[src/rtl/nim_pkg.sv]
// Shared types and default sizing for the Nim move engine.
package nim_pkg;

    localparam int DEF_NUM_PILES = 4;
    localparam int DEF_PILE_W    = 4;

    typedef enum logic [2:0] {
        IDLE  = 3'd0,
        LOAD  = 3'd1,
        PLAY  = 3'd2,
        CHECK = 3'd3,
        OVER  = 3'd4
    } state_t;

endpackage

[src/rtl/rise_edge_det.sv]
// Rising-edge detector for a level input. The delay register has no reset, so a
// level held high through reset is already "seen" and produces no edge.
module rise_edge_det (
    input  logic clk,
    input  logic in,
    output logic rise
);

    logic in_d;

    // One-cycle delayed copy of the input, sampled every cycle.
    always_ff @(posedge clk) begin
        in_d <= in;
    end

    assign rise = in & ~in_d;

endmodule

[src/rtl/nim_move_engine.sv]
// Nim game engine: loads pile counts at game start, validates and applies
// removal moves, alternates turns and detects the end of game (last stone wins).
module nim_move_engine
    import nim_pkg::*;
#(
    parameter int NUM_PILES = DEF_NUM_PILES,
    parameter int PILE_W    = DEF_PILE_W,
    localparam int SEL_W    = (NUM_PILES > 1) ? $clog2(NUM_PILES) : 1
) (
    input  logic                        clk,
    input  logic                        reset,
    input  logic                        start,
    input  logic [NUM_PILES*PILE_W-1:0] pile_init,
    input  logic [SEL_W-1:0]            sel_pile,
    input  logic [PILE_W-1:0]           take_amt,
    input  logic                        take,
    output logic [NUM_PILES*PILE_W-1:0] piles,
    output logic                        player,
    output logic                        ready,
    output logic                        move_err,
    output logic                        game_over,
    output logic                        winner
);

    state_t            state, state_nx;
    logic [PILE_W-1:0] p [NUM_PILES];

    logic              start_rise, take_rise;
    logic              init_zero, piles_zero;
    logic              sel_ok, move_ok;
    logic [PILE_W-1:0] sel_cnt;

    rise_edge_det u_start_det (.clk(clk), .in(start), .rise(start_rise));
    rise_edge_det u_take_det  (.clk(clk), .in(take),  .rise(take_rise));

    // An out-of-range selector is only possible when NUM_PILES is not a power of two.
    generate
        if ((1 << SEL_W) > NUM_PILES) begin : g_sel_chk
            assign sel_ok = (32'(sel_pile) < NUM_PILES);
        end else begin : g_sel_all
            assign sel_ok = 1'b1;
        end
    endgenerate

    // Move legality and end-of-game conditions derived from the working piles.
    always_comb begin
        init_zero  = (pile_init == '0);
        piles_zero = 1'b1;
        sel_cnt    = '0;
        for (int i = 0; i < NUM_PILES; i++) begin
            if (p[i] != '0)
                piles_zero = 1'b0;
            if (32'(sel_pile) == i)
                sel_cnt = p[i];
        end
        move_ok = sel_ok && (take_amt != '0) && (take_amt <= sel_cnt);
    end

    // State register.
    always_ff @(posedge clk) begin
        if (reset)
            state <= IDLE;
        else
            state <= state_nx;
    end

    // Next-state logic; a restart outranks a move submitted in the same cycle.
    always_comb begin
        state_nx = state;
        case (state)
            IDLE:  if (start_rise) state_nx = LOAD;
            LOAD:  state_nx = init_zero ? OVER : PLAY;
            PLAY: begin
                if (start_rise)
                    state_nx = LOAD;
                else if (take_rise && move_ok)
                    state_nx = CHECK;
            end
            CHECK: state_nx = piles_zero ? OVER : PLAY;
            OVER:  if (start_rise) state_nx = LOAD;
            default: state_nx = IDLE;
        endcase
    end

    // Moves are only accepted while playing.
    always_comb begin
        ready = (state == PLAY);
    end

    // Working pile copies, turn and result registers.
    always_ff @(posedge clk) begin
        if (reset) begin
            for (int i = 0; i < NUM_PILES; i++)
                p[i] <= '0;
            player    <= 1'b0;
            move_err  <= 1'b0;
            game_over <= 1'b0;
            winner    <= 1'b0;
        end else begin
            case (state)
                LOAD: begin
                    for (int i = 0; i < NUM_PILES; i++)
                        p[i] <= pile_init[i*PILE_W +: PILE_W];
                    player    <= 1'b0;
                    move_err  <= 1'b0;
                    game_over <= 1'b0;
                    // Empty board: P0 has no move, so P1 wins outright.
                    if (init_zero) begin
                        game_over <= 1'b1;
                        winner    <= 1'b1;
                    end
                end
                PLAY: begin
                    if (!start_rise && take_rise) begin
                        if (move_ok) begin
                            for (int i = 0; i < NUM_PILES; i++)
                                if (32'(sel_pile) == i)
                                    p[i] <= p[i] - take_amt;
                            move_err <= 1'b0;
                        end else begin
                            move_err <= 1'b1;
                        end
                    end
                end
                CHECK: begin
                    // The player who just moved took the last stone.
                    if (piles_zero) begin
                        game_over <= 1'b1;
                        winner    <= player;
                    end else begin
                        player <= ~player;
                    end
                end
                default: ;
            endcase
        end
    end

    // Pack the working copies onto the output bus.
    generate
        for (genvar g = 0; g < NUM_PILES; g++) begin : g_pack
            assign piles[g*PILE_W +: PILE_W] = p[g];
        end
    endgenerate

endmodule

[config.mk]
export PLATFORM = sky130hd
export DESIGN_NAME = nim_move_engine
export DESIGN_NICKNAME = d
export VERILOG_FILES = /design/src/rtl/nim_pkg.sv /design/src/rtl/rise_edge_det.sv /design/src/rtl/nim_move_engine.sv
export SDC_FILE = /design/constraint.sdc
export NUM_CORES = 1
export LEC_CHECK = 0
export BUFFER_PORTS_ARGS = -buffer_cell sky130_fd_sc_hd__buf_4
export CAP_MARGIN = 5
export CORE_MARGIN = 1.5
export CORE_UTILIZATION = 40
export CTS_CLUSTER_SIZE = 20
export DETAILED_ROUTE_END_ITERATION = 12
export GPL_ROUTABILITY_DRIVEN = 0
export PLACE_DENSITY_LB_ADDON = 0.12
export SLEW_MARGIN = 20
export SYNTH_ARGS = -nofsm -noshare
export SYNTH_HDL_FRONTEND = slang
export SYNTH_SLANG_ARGS = --single-unit
[constraint.sdc]
create_clock -name clk -period 5.9 [get_ports clk]
set_input_delay 0.59 -clock clk [delete_from_list [all_inputs] [get_ports clk]]
set_output_delay 0.59 -clock clk [all_outputs]
set_load 0.05 [all_outputs]
Yosys cells after proc, flatten, opt, wreduce, memory -nomap -nowiden --
Memory sizes are Yosys's and may differ from the RTL's. Index checks and enable logic that the tools add are counted.
Operators by class: add/sub/neg operators 4, $lt $le $gt $ge 1, equal/unequal tests 13, mux-type cells 62, bitwise gates (word level) 13, reduce and logical (&&, ||, !) cells 20
Operator list (count):
- $mux 4 | 12
- $mux 1 | 40
- $reduce_bool 4->1 | 5
- $logic_not 16->1 | 1
- $sub 4x4->4 | 4
- $mux 3 | 5
- $pmux 3 s4 | 1
- $or 1x1->1 | 8
- $pmux 1 s2 | 4
- $reduce_and 2->1 | 4
- $eq 3x2->1 const B | 2
- $ne 2x2->1 const B | 3
- $eq 2x2->1 const B | 2
- $le 4x4->1 | 1
- $ne 2x1->1 const B | 2
- $reduce_bool 2->1 | 2
- $eq 3x1->1 const B | 1
- $eq 3x3->1 const B | 1
- $logic_and 1x1->1 | 3
- $logic_not 3->1 | 1
- $ne 3x1->1 const B | 1
- $not 1->1 | 3
- $reduce_and 3->1 | 1
- $and 1x1->1 | 2
- 4 further kinds | 4
Storage, ports and cells: register bits 9, bits in writable memories 16, output and inout port bits 21, logic and storage cells 121, memories 1
Memory list:
- p | depth 4, bits a word 4, read ports 4, clocked after Yosys merged registers in 0, write ports 4, line nim_move_engine.sv:26 | logic [PILE_W-1:0] p [NUM_PILES];

Longest topological paths before layout --
depth after elaboration 13, gate-level depth with buffers 9

Hierarchy --
From an unflattened synthesis, not the netlist that was laid out.
Second synthesis, totals: cells, all modules 190, area total of the unflattened synthesis 1893.1 sq um
Modules (own cells, without submodules):
- nim_move_engine | times used 1, cells each 186, area an instance 1825.5 sq um
- rise_edge_det | times used 2, cells each 2, area an instance 33.8 sq um

Worst setup path after synthesis --
Ideal clock, no wire load.
path kind input to register, start input port sel_pile[1], end memory p[0][0] (netlist bit) (enable), library setup time 361 ps, arrival time 2778 ps, path slack 2761 ps, stages on the path 8, cells stage by stage buf_2 > mux4_2 > inv_1 > ha_1 > nor2b_1 > o2111a_1 > or3_4 > o21ai_0
RTL lines:
- from (decl) | line nim_move_engine.sv:14 | input logic [SEL_W-1:0] sel_pile,
- to (decl) | line nim_move_engine.sv:26

==> flow_summary_export.csv <==
group,metric,value,unit
floorplanning,initial_utilization,0.426,
sta,max_slew_margin,0.362,
route,ant_nets,0,
hold_path,holdPathStages,1,
route,avgViaCountPerCell,5.52,
final_layout,fin_area,0.00234,mm²
run,maxCapViolations,0,
logic_synthesis,ys.flop_type,"edfxtp_1",
power,ir_worst_vdd,0.000117,V
logic_synthesis,ys_warn_count,0,
sta,fin_setup_tns,0,ps
clocking,post_cts_buffers,0,
logic_synthesis,postSynthAreaPerCell,9.49,µm²
floorplanning,die_w,72.0,µm
placed_design,place_area,0.00229,mm²
logic_synthesis,ys_ff_latch,25,
sta,rsz0062_at_grt,"no",
grt,grt_max_degree,16,
worst_setup_path,worst-path-buf-inv,1,
floorplanning,coreArea,0.00447,mm²
hold_path,hold_end,"u_start_det.in_d$_DFF_P_",
logic_synthesis,yosysSeqAreaShare,0.346,
power,power.density,209,mW/mm²
sta,post-route-period-util,0.511,
route,routedWlPerCell,16.7,µm
floorplanning,ios,47,
worst_setup_path,path_cells,"mux4_2, inv_1, ha_1, nor2b_1, o2111a_1, or3_4, o21ai_0",
grt,grt_pass1_vias,1617,
logic_synthesis,ys_top_cells_by_count,"nand2_1, inv_1, edfxtp_1, ha_1",
route,drt-pass1-iter-count,4,
worst_setup_path,crit_family,"compound AO/OA/AOI/OAI gates",
clocking,numCtsBuffers,3,
clocking,cts_root_buffer,"clkbuf_8",
sta,fin_crit,3020,ps
logic_synthesis,synth_cell_types,41,
worst_setup_path,arrival,2940,ps
sta,finalHoldViolCount,0,
clocking,cts_resized,0,
route,dr_total_vias,1644,
grt,grt_usage,0.201,
clocking,clockBufferDepth,2,
route,drt_iter0_drc,81,
sta,setup_violations,0,
worst_setup_path,rr_startpoint,"p[2][1]$_DFFE_PP_",
hold_path,hp-start,"start",
power,finalPower,0.490,mW
clocking,clock_latency,270,ps
route,finalWirelength,4990,µm
logic_synthesis,ys_async_sr_fraction,0,
grt,overflow,0,
placed_design,port-buffer-count,46,
sta,slew_viol_final,0,
logic_synthesis,yosysTopAreaCellShare,0.252,
worst_setup_path,cpPeakStageDelay,520,ps
clocking,cts_tree,"built",
clocking,hold_buffers,0,
logic_synthesis,synth_fp_nets,247,
placed_design,post-dp-hpwl,3990,µm
floorplanning,die_y,72.0,µm
worst_setup_path,start_kind,"flop",
sta,max_freq,331,MHz
worst_setup_path,rr_endpoint,"p[0][0]$_DFFE_PP_",
logic_synthesis,synth-edff-count,16,
final_layout,synthToLayoutAreaGrowth,22.8,%
clocking,clk_pin_slew_worst_paths,90,ps
clocking,h-tree-depth,1,
logic_synthesis,synthMostInstantiatedCell,"nand2_1",
logic_synthesis,syn_area,0.00191,mm²
final_layout,drive_gt1_frac,0.260,
worst_setup_path,reg2reg_depth,7,
logic_synthesis,synth_cells,201,
sta,worstMarginPinSlew,953,ps
grt,grt_pass1_wl,7960,µm
hold_path,hp-class,"in2reg",
route,drc,0,
worst_setup_path,cp_max_fo,6,
worst_setup_path,cp-end-kind,"flop",
worst_setup_path,rrSetupSlack,2880,ps
worst_setup_path,crit_slowest_cell,"edfxtp_1",
worst_setup_path,cp.required,5820,ps
grt,antenna_found_initial,0,
logic_synthesis,synth_top_area_cell,"edfxtp_1",
floorplanning,placementRows,24,
logic_synthesis,synth_area_leaders,"edfxtp_1, ha_1, dfxtp_1",
sta,finalClockSkew,2.97,ps
final_layout,nets,293,
clocking,cts.sinks,25,
power,cellLeakagePower,1.00,nW
worst_setup_path,criticalPathCategory,"reg2reg",
run_status,outcome,"finished clean",
floorplanning,dieArea,0.00519,mm²
final_layout,insertedDiodeCount,0,
[metal layers]
metal,track usage,vias up,wire [µm],share of wire
met5,0,-,0,0
met4,0.0440,0,36,0.0072
met3,0.0236,4,201,0.040
met2,0.313,40,2230,0.45
met1,0.302,778,2510,0.50
li1,-,822,-,-
[power by group]
group	internal, mW	leakage (nW)	total, mW	switching, mW
Combinational	0.0676	0.734	0.167	0.0999
Clock	0.0484	0.0260	0.107	0.0591
Sequential	0.199	0.242	0.215	0.0159
[cells in the final DEF (no fill, tap or decap), types with 6 or more instances in the layout]
master    Yosys  routed
buf_4         0      46
nand2_1      24      24
inv_1        22      22
ha_1         16      16
edfxtp_1     16      16
a21oi_1      11      11
o21ai_0      11      11
nor2_1       10      10
nor4_1        9       9
dfxtp_1       9       9
xor2_1        7       7
xnor2_1       6       6
[how the worst max path moves through the flow]
stage | startpoint | slack (ps) | end | depth (start not counted)
3_5_place_dp | sel_pile[1] | 2630 | p[0][2]$_DFFE_PP_ | 8
6_report | p[2][1]$_DFFE_PP_ | 2880 | p[0][0]$_DFFE_PP_ | 7
3_3_place_gp | sel_pile[1] | 2710 | p[0][0]$_DFFE_PP_ | 8
2_1_floorplan | sel_pile[1] | 2760 | p[0][0]$_DFFE_PP_ | 8
4_1_cts | p[2][1]$_DFFE_PP_ | 2900 | p[0][0]$_DFFE_PP_ | 7
5_1_grt | p[2][1]$_DFFE_PP_ | 2800 | p[0][1]$_DFFE_PP_ | 7
[worst register-to-register path, stage by stage, from the launching register on]
cell and delay (ps):
edfxtp_1 520, mux4_2 480, inv_1 70, ha_1 230, nor2b_1 140, o2111a_1 300
or3_4 450, o21ai_0 480
[kinds of logic (layout without fill, tap and decap cells)]
group / count (synthesis) / after routing / share of synthesized area
AO/OA/AOI/OAI: 41 / 41 / 0.140
XOR/XNOR: 13 / 13 / 0.0597
adder cells (fa/ha/maj): 20 / 20 / 0.147
buffers and inverters: 27 / 72 / 0.0551
flip-flops: 25 / 25 / 0.346
multiplexers: 5 / 5 / 0.0532
AND/OR/NAND/NOR: 70 / 70 / 0.199
[area by class of cell]
class / count / area [µm²]
tap: 52 / 65.1
fill: 431 / 2130
multi-input combinational: 149 / 1140
clock inverter: 1 / 6.26
inverter: 22 / 82.6
timing repair buffer: 46 / 345
sequential: 25 / 661
clock buffer: 3 / 41.3
[per-stage QoR]
stage / hold WS [ps] / worst slack [ps] / utilization / instances
6_report: 421 / 2880 / 0.523 / 298
5_1_grt: 406 / 2800 / 0.523 / 298
4_1_cts: 417 / 2900 / 0.523 / 298
3_5_place_dp: 460 / 2630 / 0.513 / 294
3_3_place_gp: 460 / 2710 / 0.513 / 294
2_1_floorplan: 537 / 2760 / - / 201
[sequential cells by signal (all words and copies together) (netlist names)]
name / cells
game_over: 1
u_start_det.in_d: 1
p: 16
state: 3
player: 1
winner: 1
u_take_det.in_d: 1
move_err: 1
Power figures use the tool's default switching activity.
